[src/rtl/encrypt_sequencer.sv]
// Sequencer for the message-encryption datapath: reads run configuration, then
// walks 64 padded positions, stepping a 7-bit LFSR and writing parity-tagged ciphertext.
module encrypt_sequencer (
    input  logic       Clk,
    input  logic       Reset,
    input  logic       Start,
    output logic       Ack,
    output logic [7:0] MemAddr,
    output logic       MemWrEn,
    output logic [7:0] MemWrData,
    input  logic [7:0] MemRdData
);

    localparam int unsigned NUM_CHARS = 64;
    localparam int unsigned MSG_MAX   = 49;
    localparam int unsigned OUT_BASE  = 64;
    localparam int unsigned AW        = 8;
    localparam int unsigned DW        = 8;
    localparam int unsigned LW        = 7;
    localparam int unsigned IW        = 6;
    localparam int unsigned SW        = 9;

    localparam logic [AW-1:0] ADDR_PRE_LEN = 8'd61;
    localparam logic [AW-1:0] ADDR_PT_NO   = 8'd62;
    localparam logic [AW-1:0] ADDR_SEED    = 8'd63;
    localparam logic [DW-1:0] SPACE        = 8'h20;

    localparam logic [2:0] S_IDLE = 3'd0;
    localparam logic [2:0] S_CFG0 = 3'd1;
    localparam logic [2:0] S_CFG1 = 3'd2;
    localparam logic [2:0] S_CFG2 = 3'd3;
    localparam logic [2:0] S_RD   = 3'd4;
    localparam logic [2:0] S_WR   = 3'd5;
    localparam logic [2:0] S_DONE = 3'd6;

    logic [2:0]    r_state;
    logic          r_start_d;
    logic [DW-1:0] r_pre_len;
    logic [LW-1:0] r_taps;
    logic [LW-1:0] r_lfsr;
    logic [IW-1:0] r_i;
    logic          r_ack;
    logic [AW-1:0] r_addr;
    logic          r_wr_en;
    logic [DW-1:0] r_wr_data;

    logic [2:0]    w_state_nxt;
    logic [DW-1:0] w_pre_len_nxt;
    logic [LW-1:0] w_taps_nxt;
    logic [LW-1:0] w_lfsr_nxt;
    logic [IW-1:0] w_i_nxt;
    logic          w_ack_nxt;
    logic [AW-1:0] w_addr_nxt;
    logic          w_wr_en_nxt;
    logic [DW-1:0] w_wr_data_nxt;

    logic [IW-1:0] w_rd_i;
    logic [SW-1:0] w_nxt_src;
    logic          w_nxt_ok;
    logic [SW-1:0] w_cur_src;
    logic          w_cur_ok;
    logic [DW-1:0] w_pad;
    logic [LW-1:0] w_cipher;
    logic [LW-1:0] w_tap_sel;

    assign Ack       = r_ack;
    assign MemAddr   = r_addr;
    assign MemWrEn   = r_wr_en;
    assign MemWrData = r_wr_data;

    // Source position is i - pre_len in 9-bit two's complement; only 0..MSG_MAX-1 reads memory.
    assign w_rd_i    = (r_state == S_WR) ? IW'(r_i + 1'b1) : '0;
    assign w_nxt_src = SW'(w_rd_i) - SW'(r_pre_len);
    assign w_nxt_ok  = !w_nxt_src[SW-1] && (w_nxt_src[AW-1:0] < AW'(MSG_MAX));
    assign w_cur_src = SW'(r_i) - SW'(r_pre_len);
    assign w_cur_ok  = !w_cur_src[SW-1] && (w_cur_src[AW-1:0] < AW'(MSG_MAX));

    assign w_pad    = w_cur_ok ? MemRdData : SPACE;
    assign w_cipher = w_pad[LW-1:0] ^ r_lfsr;

    // Tap pattern table; any out-of-range index (incl. nonzero upper nibble) maps to entry 0.
    always_comb begin
        w_tap_sel = 7'h60;
        case (MemRdData)
            8'd1:    w_tap_sel = 7'h48;
            8'd2:    w_tap_sel = 7'h78;
            8'd3:    w_tap_sel = 7'h72;
            8'd4:    w_tap_sel = 7'h6A;
            8'd5:    w_tap_sel = 7'h69;
            8'd6:    w_tap_sel = 7'h5C;
            8'd7:    w_tap_sel = 7'h7E;
            8'd8:    w_tap_sel = 7'h7B;
            default: w_tap_sel = 7'h60;
        endcase
    end

    // Next-state and registered-output logic; memory address is set up one edge ahead.
    always_comb begin
        w_state_nxt   = r_state;
        w_pre_len_nxt = r_pre_len;
        w_taps_nxt    = r_taps;
        w_lfsr_nxt    = r_lfsr;
        w_i_nxt       = r_i;
        w_ack_nxt     = 1'b0;
        w_addr_nxt    = '0;
        w_wr_en_nxt   = 1'b0;
        w_wr_data_nxt = r_wr_data;

        case (r_state)
            S_IDLE: begin
                if (!Start && r_start_d) begin
                    w_state_nxt = S_CFG0;
                    w_addr_nxt  = ADDR_PRE_LEN;
                end
            end
            S_CFG0: begin
                w_pre_len_nxt = MemRdData;
                w_state_nxt   = S_CFG1;
                w_addr_nxt    = ADDR_PT_NO;
            end
            S_CFG1: begin
                w_taps_nxt  = w_tap_sel;
                w_state_nxt = S_CFG2;
                w_addr_nxt  = ADDR_SEED;
            end
            S_CFG2: begin
                w_lfsr_nxt  = (MemRdData[LW-1:0] == '0) ? 7'h01 : MemRdData[LW-1:0];
                w_i_nxt     = '0;
                w_state_nxt = S_RD;
                w_addr_nxt  = w_nxt_ok ? w_nxt_src[AW-1:0] : '0;
            end
            S_RD: begin
                w_state_nxt   = S_WR;
                w_addr_nxt    = AW'(OUT_BASE) + AW'(r_i);
                w_wr_en_nxt   = 1'b1;
                w_wr_data_nxt = {^w_cipher, w_cipher};
            end
            S_WR: begin
                w_lfsr_nxt = {r_lfsr[LW-2:0], ^(r_lfsr & r_taps)};
                if (r_i == IW'(NUM_CHARS - 1)) begin
                    w_state_nxt = S_DONE;
                    w_ack_nxt   = 1'b1;
                end else begin
                    w_i_nxt     = w_rd_i;
                    w_state_nxt = S_RD;
                    w_addr_nxt  = w_nxt_ok ? w_nxt_src[AW-1:0] : '0;
                end
            end
            S_DONE: begin
                if (Start) begin
                    w_state_nxt = S_IDLE;
                end else begin
                    w_ack_nxt = 1'b1;
                end
            end
            default: begin
                w_state_nxt = S_IDLE;
            end
        endcase
    end

    always_ff @(posedge Clk or negedge Reset) begin
        if (!Reset) begin
            r_state   <= S_IDLE;
            r_start_d <= 1'b0;
            r_pre_len <= '0;
            r_taps    <= 7'h60;
            r_lfsr    <= 7'h01;
            r_i       <= '0;
            r_ack     <= 1'b0;
            r_addr    <= '0;
            r_wr_en   <= 1'b0;
            r_wr_data <= '0;
        end else begin
            r_state   <= w_state_nxt;
            r_start_d <= Start;
            r_pre_len <= w_pre_len_nxt;
            r_taps    <= w_taps_nxt;
            r_lfsr    <= w_lfsr_nxt;
            r_i       <= w_i_nxt;
            r_ack     <= w_ack_nxt;
            r_addr    <= w_addr_nxt;
            r_wr_en   <= w_wr_en_nxt;
            r_wr_data <= w_wr_data_nxt;
        end
    end

endmodule
[config.mk]
export PLATFORM = sky130hd
export DESIGN_NAME = encrypt_sequencer
export DESIGN_NICKNAME = d
export VERILOG_FILES = /design/src/rtl/encrypt_sequencer.sv
export SDC_FILE = /design/constraint.sdc
export NUM_CORES = 1
export LEC_CHECK = 0
export ABC_CLOCK_PERIOD_IN_PS = 3700
export CAP_MARGIN = 0
export CORE_MARGIN = 2
export CORE_UTILIZATION = 45
export CTS_CLUSTER_SIZE = 12
export DETAILED_ROUTE_END_ITERATION = 10
export GPL_TIMING_DRIVEN = 0
export HOLD_SLACK_MARGIN = 0.08
export MAX_ROUTING_LAYER = met4
export PLACE_DENSITY = 0.66
export REMOVE_ABC_BUFFERS = 1
export SYNTH_ARGS = -nofsm -noshare
export SYNTH_HDL_FRONTEND = slang
export SYNTH_SLANG_ARGS = --single-unit
[constraint.sdc]
create_clock -name Clk -period 3.7 [get_ports Clk]
set_clock_uncertainty 0.1 [all_clocks]
set_input_delay 0.555 -clock Clk [delete_from_list [all_inputs] [get_ports Clk]]
set_output_delay 0.555 -clock Clk [all_outputs]
set_load 0.05 [all_outputs]
* Yosys cells after proc, flatten, opt, wreduce, memory -nomap -nowiden *
Memory sizes are Yosys's and may differ from the RTL's.
Cells that the tools add are included.

storage, ports and cells
  memories = 1
  bits in registers = 50
  bits of input ports = 11
  memory bits (read-only) = 96

cells by class
  reductions and logical operators = 14
  muxes and demuxes = 19
  $add $sub $neg = 4
  bitwise logic cells = 2
  magnitude comparators = 2
  equality and inequality tests = 10

memory list
  memory            words  bits a word  read ports  clocked after Yosys merged registers in  write ports  RTL line  source
  (name not given)  16     6            1           0                                        0            84        case (MemRdData)

operators by type and width
  kind                                                         number
  case mux 8 bit (6 select lines)                              1
  two-way mux 7 bit                                            3
  case mux 3 bit (7 select lines)                              1
  two-way mux 6 bit                                            3
  subtractor 6 x 8 -> 9 bit                                    2
  less-than comparator 8 x 6 -> 1 bit (second input constant)  2
  two-way mux 8 bit                                            2
  case mux 7 bit (2 select lines)                              1
  parity 7 bit                                                 2
  case mux 6 bit (2 select lines)                              1
  == test 3 bit (second input constant)                        3
  adder 7 x 6 -> 8 bit (first input constant)                  1
  AND 7 bit                                                    1
  zero test 7 bit                                              1
  bitwise XOR 7 bit                                            1
  adder 6 x 1 -> 6 bit (second input constant)                 1
  == test 3 x 2 -> 1 bit (second input constant)               2
  == test 6 bit (second input constant)                        1
  two-way mux 3 bit                                            2
  inequality test 2 bit (second input constant)                3
  zero test 4 bit                                              1
  AND reduction 2 bit                                          2
  == test 3 x 1 -> 1 bit (second input constant)               1
  logical AND 1 bit                                            3
  other kinds (6)                                              10

* Longest topological paths before layout *
Gate-level depths: netlist (run 1).

  word-level depth = 8
  depth in mapped cells = 12
  depth with buffers taken out = 12

* Least setup slack after synthesis (run 1) *
Ideal clock, no wire load.

  path type = flip-flop to flip-flop
  start = reg r_state[1]
  end = reg r_addr[1] (netlist: MemAddr[1])
  path slack = 1.009 ns
  library setup time = 0.091 ns
  data arrival time = 2.500 ns
  buffers on the path = 0
  stages on the path, launching flop included = 13
  cell sequence = dfrtp_1 nor2b_1 and2_1 nand2_1 ha_1 fa_1 nor2b_1 nor3_1 o21ai_0 a21oi_1 nor4_1 o221ai_1 o221ai_1

on the way
  cells in the longest elaborated chain, start to end = 8
  elaborated cells on any way between the ends = 14

RTL lines
  item                                                                           RTL line  source
  from (decl)                                                                    36        logic [2:0] r_state;
  from (signal assigned)                                                         175       r_state <= w_state_nxt;
  == test 3 bit                                                                  72, 109
  two-way mux 6 bit                                                              72        assign w_rd_i = (r_state == S_WR) ? IW'(r_i + 1'b1) : '0;
  subtractor 6 x 8 -> 9 bit                                                      73        assign w_nxt_src = SW'(w_rd_i) - SW'(r_pre_len);
  less-than comparator 8 x 6 -> 1 bit / zero test 1 bit (equally long branches)  74        assign w_nxt_ok = !w_nxt_src[SW-1] && (w_nxt_src[AW-1:0] < AW'(MSG_MAX));
  logical AND 1 bit                                                              74
  two-way mux 8 bit                                                              130, 146
  two-way mux 8 bit                                                              140       if (r_i == IW'(NUM_CHARS - 1)) begin
  case mux 8 bit (6 select lines) *                                              109       case (r_state)
  via w_addr_nxt[1]                                                              53        logic [AW-1:0] w_addr_nxt;
  to (signal assigned)                                                           182       r_addr <= w_addr_nxt;
  to (decl)                                                                      43        logic [AW-1:0] r_addr;

The timed path passes the listed nets; every way through them passes the cells marked *.
A chain may end at the register's enable or synchronous reset.

* Worst setup path after layout (run 1) *
  start = reg r_state[2]
  end = reg r_addr[0] (netlist: MemAddr[0])

The elaborated chain is that of the path after synthesis.

==> results of run 1 <==
[cells in the final DEF (no fill, tap or decap), types with 3 or more instances in the layout]
master           count
inv_1               13
mux2i_1              3
clkbuf_8             5
nor3_1               6
xor2_1              11
nand2_1             44
clkdlybuf4s50_1     27
o21a_1               3
nor2_1              26
or3_1                5
xnor2_1             18
ha_1                18
dfrtp_1             47
a31oi_1              9
a21o_1               4
nand3_1              7
nand2b_1             5
a21oi_1             11
o21ai_0             36
mux2_2               4
nor2b_1              5
[kinds of logic after synthesis]
kind of cell,after synthesis
AND/OR/NAND/NOR,114
AO/OA/AOI/OAI,84
flip-flops,49
XOR/XNOR,29
buffers and inverters,24
adder cells (fa/ha/maj),20
multiplexers,7
other,1
[worst max-delay path, stage by stage (launching register included)]
cell	delay [ps]
dfrtp_1	520
nor2b_1	310
and2_1	270
nand2_1	100
ha_1	210
fa_1	410
nor2b_1	160
nor3_1	70
o21ai_0	200
a21oi_1	100
nor4_2	300
o221ai_2	220
o22ai_1	210
[cell type report]
class	instances	area (µm²)
tap	77	96.3
inverter	13	48.8
multi-input combinational	255	1710
clock buffer	6	72.6
timing repair buffer	29	295
clock inverter	2	38.8
sequential	49	1230
fill	597	2940
[how the worst max path moves through the flow]
stage,from,to,slack [ps],cells after the start
2_1_floorplan,r_state[2]$_DFFE_PN0P_,MemAddr[1]$_DFF_PN0_,850,12
3_3_place_gp,r_state[2]$_DFFE_PN0P_,MemAddr[1]$_DFF_PN0_,270,10
3_5_place_dp,r_state[2]$_DFFE_PN0P_,MemAddr[1]$_DFF_PN0_,280,10
4_1_cts,r_state[2]$_DFFE_PN0P_,MemAddr[1]$_DFF_PN0_,260,10
5_1_grt,r_state[2]$_DFFE_PN0P_,MemAddr[3]$_DFF_PN0_,80,12
6_report,r_state[2]$_DFFE_PN0P_,MemAddr[0]$_DFF_PN0_,430,12
[state kept, by name, indices dropped and copies added, names as in the netlist]
signal,cells
r_taps,6
MemAddr,8
r_lfsr,7
Ack,1
r_start_d,1
MemWrEn,1
r_state,3
r_i,6
MemWrData,8
r_pre_len,8
[routing by layer]
layer  track usage  vias to the layer above  part of all wire
met5             -                        -                 0
met4        0.0620                        0             0.015
met3        0.0298                        8             0.038
met2         0.305                       44              0.45
met1         0.275                     1134              0.49
li1              -                     1199                 -
[through the flow]
| step | area (µm²) | util |
|---|---|---|
| 6_report | 3490 | 0.543 |
| 5_1_grt | 3490 | 0.543 |
| 4_1_cts | 3470 | 0.540 |
| 3_5_place_dp | 3360 | 0.523 |
| 3_3_place_gp | 3340 | 0.521 |
| 2_1_floorplan | 2970 | - |
[power groups by stage]
stage | clock network [W] | logic (W) | registers (W)
detailed placement | 0 | 0.00155 | 0.000947
finish | 0.000396 | 0.00157 | 0.000932
CTS | 0.000406 | 0.00156 | 0.000933
floorplan | 0 | 0.000879 | 0.00119
global route | 0.000426 | 0.00173 | 0.000971
global placement | 0 | 0.00152 | 0.000941
==> metrics.cfg, run 1 <==
[job]
maxCapViolations = 0

[route]
drc = 0
viasPerCell = 5.53
drtIter0Drc = 118
wl_mm = 6.50
wl_per_cell_um = 15.1
vias = 2385
antenna_left = 0
dr.pass1.iters = 6

[logic_synthesis]
synth_compound_area_frac = 0.181
ys_types = 52
ys_warn_count = 0
yosys.area_share.simple = 0.182
syn_area_um2 = 3010
synth_most_common_cell = dfrtp_1
synthMuxAreaShare = 0.0249
yosysTopAreaCell = dfrtp_1
avgSynthCellArea_um2 = 9.18
synth_area_leaders = dfrtp_1 39%, ha_1 7.5%, o21ai_0 6.0%
synthCells = 328
seq_area_frac_synth = 0.408
synth_top_family_by_area = simple AND/OR/NAND/NOR gates
synthXorXnorAreaFrac = 0.0844
async_flop_share = 1.00
synth_fa_ha_area_frac = 0.0881
ys_ff_latch = 49
synthTopCellsByCount = 47 x dfrtp_1, 45 x nand2_1, 36 x o21ai_0
synth_top_area_share = 0.391
yosys_most_used_dff = dfrtp_1
synth-edff-count = 0

[setup_path]
worstRegToRegCells = 12
arrival_ps = 3390
critPathMaxFanout = 12
crit_path_end_kind = flip-flop
timing.rr.start = r_state[2]$_DFFE_PN0P_
worst-r2r-setup-slack_ps = 430
start_kind = flip-flop
cp_data_required_time_ps = 3820
path_class = reg -> reg
rr_endpoint = MemAddr[0]$_DFF_PN0_

[clock_tree]
hold_buffers = 0
numCtsBuffers = 5
clockBufferDepth = 2
cts.sinks = 49
path_clk_slew_ps = 90
tritoncts = yes
clockRootBuffer = clkbuf_8
post_cts_buffers = 0
insertion_delay_ps = 310
cts_max_level = 2
cts_resized = 0

[sta]
final.setup.tns_ps = 0
worst_pin_slew_ps = 845
rsz0062_at_grt = no
hold_violations = 0
report.final.slew_viol_count = 0
timing.fmax_ghz = 0.306
whs_ps = 96.9
worst_slack_ps = 428
finalSetupViolCount = 0
final.period_utilization = 0.884
fin_crit_ps = 3270
max-slew-margin-rel = 0.434

[worst_hold_path]
hold_class = in -> async

[finish]
instances_no_fill = 431
nets = 384
diodes = 0
area_delta_synth_final_pct = 15.8
drive_gt1_frac = 0.0734

[pwr]
power_w = 0.00290
ir_worst_vdd_uv = 318
p_clk_frac = 0.137
combPwrFrac = 0.541
p_leak_nw = 1.51
switchingPower_w = 0.00133
p_int_w = 0.00157
power.density_nw_per_um2 = 831
swShare = 0.458
p_seq_frac = 0.322

[placement]
place.gp.congestion = 0.911
place.port_buffers = 28
dp.cells = 423
place_ws_ps = 281
dp_hpwl_mm = 5.02

[die]
core_area_um2 = 6420
rows = 29
start_util = 0.469
die_w_um = 85.8
dieArea_um2 = 7360
io_pins = 29
fp.dieH_um = 85.8

[grt]
grt_pass1_wl_mm = 11.3
overflow = 0
grt_max_degree = 30
track_usage = 0.200
antenna_found_initial = 0
grt_pass1_vias = 2335

[run_status]
outcome = finished clean

No activity file was read; power rests on OpenSTA's default activity.
==> run 2: changes to the inputs <==
--- a/config.mk
+++ b/config.mk
@@ -5,16 +5,16 @@
 export SDC_FILE = /design/constraint.sdc
 export NUM_CORES = 1
 export LEC_CHECK = 0
-export ABC_CLOCK_PERIOD_IN_PS = 3700
+export ABC_CLOCK_PERIOD_IN_PS = 3000
 export CAP_MARGIN = 0
 export CORE_MARGIN = 2
-export CORE_UTILIZATION = 45
+export CORE_UTILIZATION = 50
 export CTS_CLUSTER_SIZE = 12
 export DETAILED_ROUTE_END_ITERATION = 10
 export GPL_TIMING_DRIVEN = 0
 export HOLD_SLACK_MARGIN = 0.08
 export MAX_ROUTING_LAYER = met4
-export PLACE_DENSITY = 0.66
+export PLACE_DENSITY = 0.75
 export REMOVE_ABC_BUFFERS = 1
 export SYNTH_ARGS = -nofsm -noshare
 export SYNTH_HDL_FRONTEND = slang
==> constraint.sdc (replaced) <==
create_clock -name Clk -period 3 [get_ports Clk]
set_clock_uncertainty 0.1 [all_clocks]
set_input_delay 0.45 -clock Clk [delete_from_list [all_inputs] [get_ports Clk]]
set_output_delay 0.45 -clock Clk [all_outputs]
set_load 0.05 [all_outputs]
==> run 2 against run 1 <==
  * Clock-buffer cell count unchanged
  * Flip-flop and latch count unchanged
  * Clock power increased by 19%
  * Via count increased by 2.6%
  * Sequential share of layout area decreased by 0.91 points
  * Register-to-register slack got worse by 380 ps
  * First-iteration DRC count increased by 24%
  * Maximum frequency increased by 11%
  * Hold slack improved by 290 ps
  * Global-route usage increased by 2.0 points
  * Sequential power increased by 23%
  * Critical endpoint is now MemAddr[2]$_DFF_PN0_
==> metrics.cfg, run 2 (same netlist as run 1, synthesis figures left out) <==
[run_status]
outcome = finished clean

[placement]
dp_hpwl_mm = 4.89  ; -2.6%
place.port_buffers = 28  ; unchanged
place.gp.congestion = 0.932  ; +2.3%
dp.cells = 421  ; -0.47%

[route]
wl_per_cell_um = 15.5  ; +2.6%
drc = 0  ; unchanged
drtIter0Drc = 146  ; +24%
dr.pass1.iters = 4  ; -2
viasPerCell = 5.63  ; +1.7%
wl_mm = 6.73  ; +3.6%
antenna_left = 0  ; unchanged
vias = 2448  ; +2.6%

[die]
rows = 28  ; -3.4%
io_pins = 29  ; unchanged
start_util = 0.511  ; +0.0427
fp.dieH_um = 81.6  ; -4.9%
core_area_um2 = 5890  ; -8.4%
die_w_um = 81.6  ; -4.9%
dieArea_um2 = 6660  ; -9.5%

[clock_tree]
tritoncts = yes
insertion_delay_ps = 310  ; about the same
clockRootBuffer = clkbuf_8
numCtsBuffers = 5  ; unchanged
path_clk_slew_ps = 90  ; about the same
cts_max_level = 2  ; unchanged
clockBufferDepth = 2  ; unchanged
cts.sinks = 49  ; unchanged

[finish]
drive_gt1_frac = 0.125  ; +0.0516
nets = 390  ; +1.6%
diodes = 0  ; unchanged
area_delta_synth_final_pct = 19.5
layout_commonest_cell = nand2_1
instances_no_fill = 435  ; +0.93%
final_cell_mix = 44 x nand2_1, 42 x dfrtp_1, 32 x o21ai_0, 27 x clkdlybuf4s50_1, 26 x nor2_1

[pwr]
combPwrFrac = 0.565  ; +0.024
switchingPower_w = 0.00172  ; +29%
p_clk_frac = 0.127  ; -0.010
ir_worst_vdd_uv = 494  ; +55%
power.density_nw_per_um2 = 1040  ; +25%
p_seq_frac = 0.308  ; -0.014
swShare = 0.460  ; +0.00131
p_int_w = 0.00202  ; +29%
p_leak_nw = 1.56  ; +3.2%

[grt]
track_usage = 0.219  ; +0.0195
overflow = 0  ; unchanged
grt_pass1_vias = 2316  ; -0.81%
grt_max_degree = 33  ; +10%
grt_pass1_wl_mm = 10.8  ; -3.9%
antenna_found_initial = 0  ; unchanged

[sta]
timing.fmax_ghz = 0.339  ; +11%
whs_ps = 385  ; +288 ps
report.final.slew_viol_count = 0  ; unchanged
finalSetupViolCount = 0  ; unchanged
final.period_utilization = 0.984  ; +0.0997
worst_pin_slew_ps = 910  ; +64.3 ps
hold_violations = 0  ; unchanged
rsz0062_at_grt = yes
max-slew-margin-rel = 0.394  ; -0.0408
fin_crit_ps = 2950  ; -320 ps

[setup_path]
cp_data_required_time_ps = 3120  ; -700 ps
arrival_ps = 3070  ; -320 ps
start_kind = flip-flop
crit_path_end_kind = flip-flop
critPathMaxFanout = 6  ; -6
path_class = reg -> reg

[job]
maxCapViolations = 0  ; unchanged

[worst_hold_path]
hold_class = reg -> reg

run 2: cell type report:
| type | instances | area [µm²] |
|---|---|---|
| Timing Repair Buffer | 35 | 343 |
| Sequential cell | 49 | 1230 |
| Inverter | 13 | 48.8 |
| Clock buffer | 6 | 72.6 |
| Tap cell | 75 | 93.8 |
| Multi-Input combinational cell | 255 | 1770 |
| Clock inverter | 2 | 35.0 |
| Fill cell | 503 | 2290 |
run 2: path summary, 6_finish.rpt:
kind	slack (ps)	cells past startpoint	from	endpoint
max in group asynchronous	1720	3	Reset	r_lfsr[0]$_DFFE_PN1P_
max	50	11	r_i[0]$_DFFE_PN0P_	MemAddr[2]$_DFF_PN0_
min in group asynchronous	510	2	Reset	MemWrData[5]$_DFFE_PN0P_
min	380	2	MemWrData[2]$_DFFE_PN0P_	MemWrData[2]$_DFFE_PN0P_
min reg2reg	380	2	MemWrData[2]$_DFFE_PN0P_	MemWrData[2]$_DFFE_PN0P_
max reg2reg	50	11	r_i[0]$_DFFE_PN0P_	MemAddr[2]$_DFF_PN0_
run 2: layer usage:
| layer | up-vias | track usage | wire (µm) |
|---|---|---|---|
| met1 | 1181 | 0.280 | 3060 |
| met5 | - | - | 0 |
| met2 | 51 | 0.348 | 3320 |
| met3 | 10 | 0.0330 | 242 |
| met4 | 0 | 0.0950 | 109 |
| li1 | 1206 | - | - |
run 2: stage by stage:
stage	total power [W]	area [µm²]	setup WS (ps)	setup TNS, ps	utilization
floorplan	0.00255	2970	149	0	-
global placement	0.00302	3340	-372	-3290	0.568
detailed placement	0.00308	3360	-434	-2090	0.570
CTS	0.00363	3520	0.815	0	0.599
global route	0.00400	3600	-60.6	-173	0.611
finish	0.00374	3600	47.6	0	0.611
run 2: worst max-delay path, cell delays in order (launching register included):
cell      delay, ps
dfrtp_2         450
ha_1            300
nand2_1         120
inv_1            60
ha_1            260
nor2b_1         130
o21ai_0         130
or3b_2          450
o21ai_1         170
a41o_1          290
o221ai_4        180
o21ai_0         230
run 2: power by group through the flow:
stage	Sequential, W	Clock, W	Combinational, W
after floorplan	0.00146	0	0.00108
after global placement	0.00116	0	0.00186
after detailed placement	0.00117	0	0.00192
after CTS	0.00114	0.000484	0.00200
after global routing	0.00119	0.000506	0.00231
final	0.00115	0.000473	0.00211
run 2: what timing repair did:
action,in CTS,in global routing
setup buffers,2,3
hold endpoints to repair,17,0
endpoints found under the setup margin,6,13
pin swaps,2,6
hold buffers,1,0
gates resized for setup,12,13
gates cloned,0,0
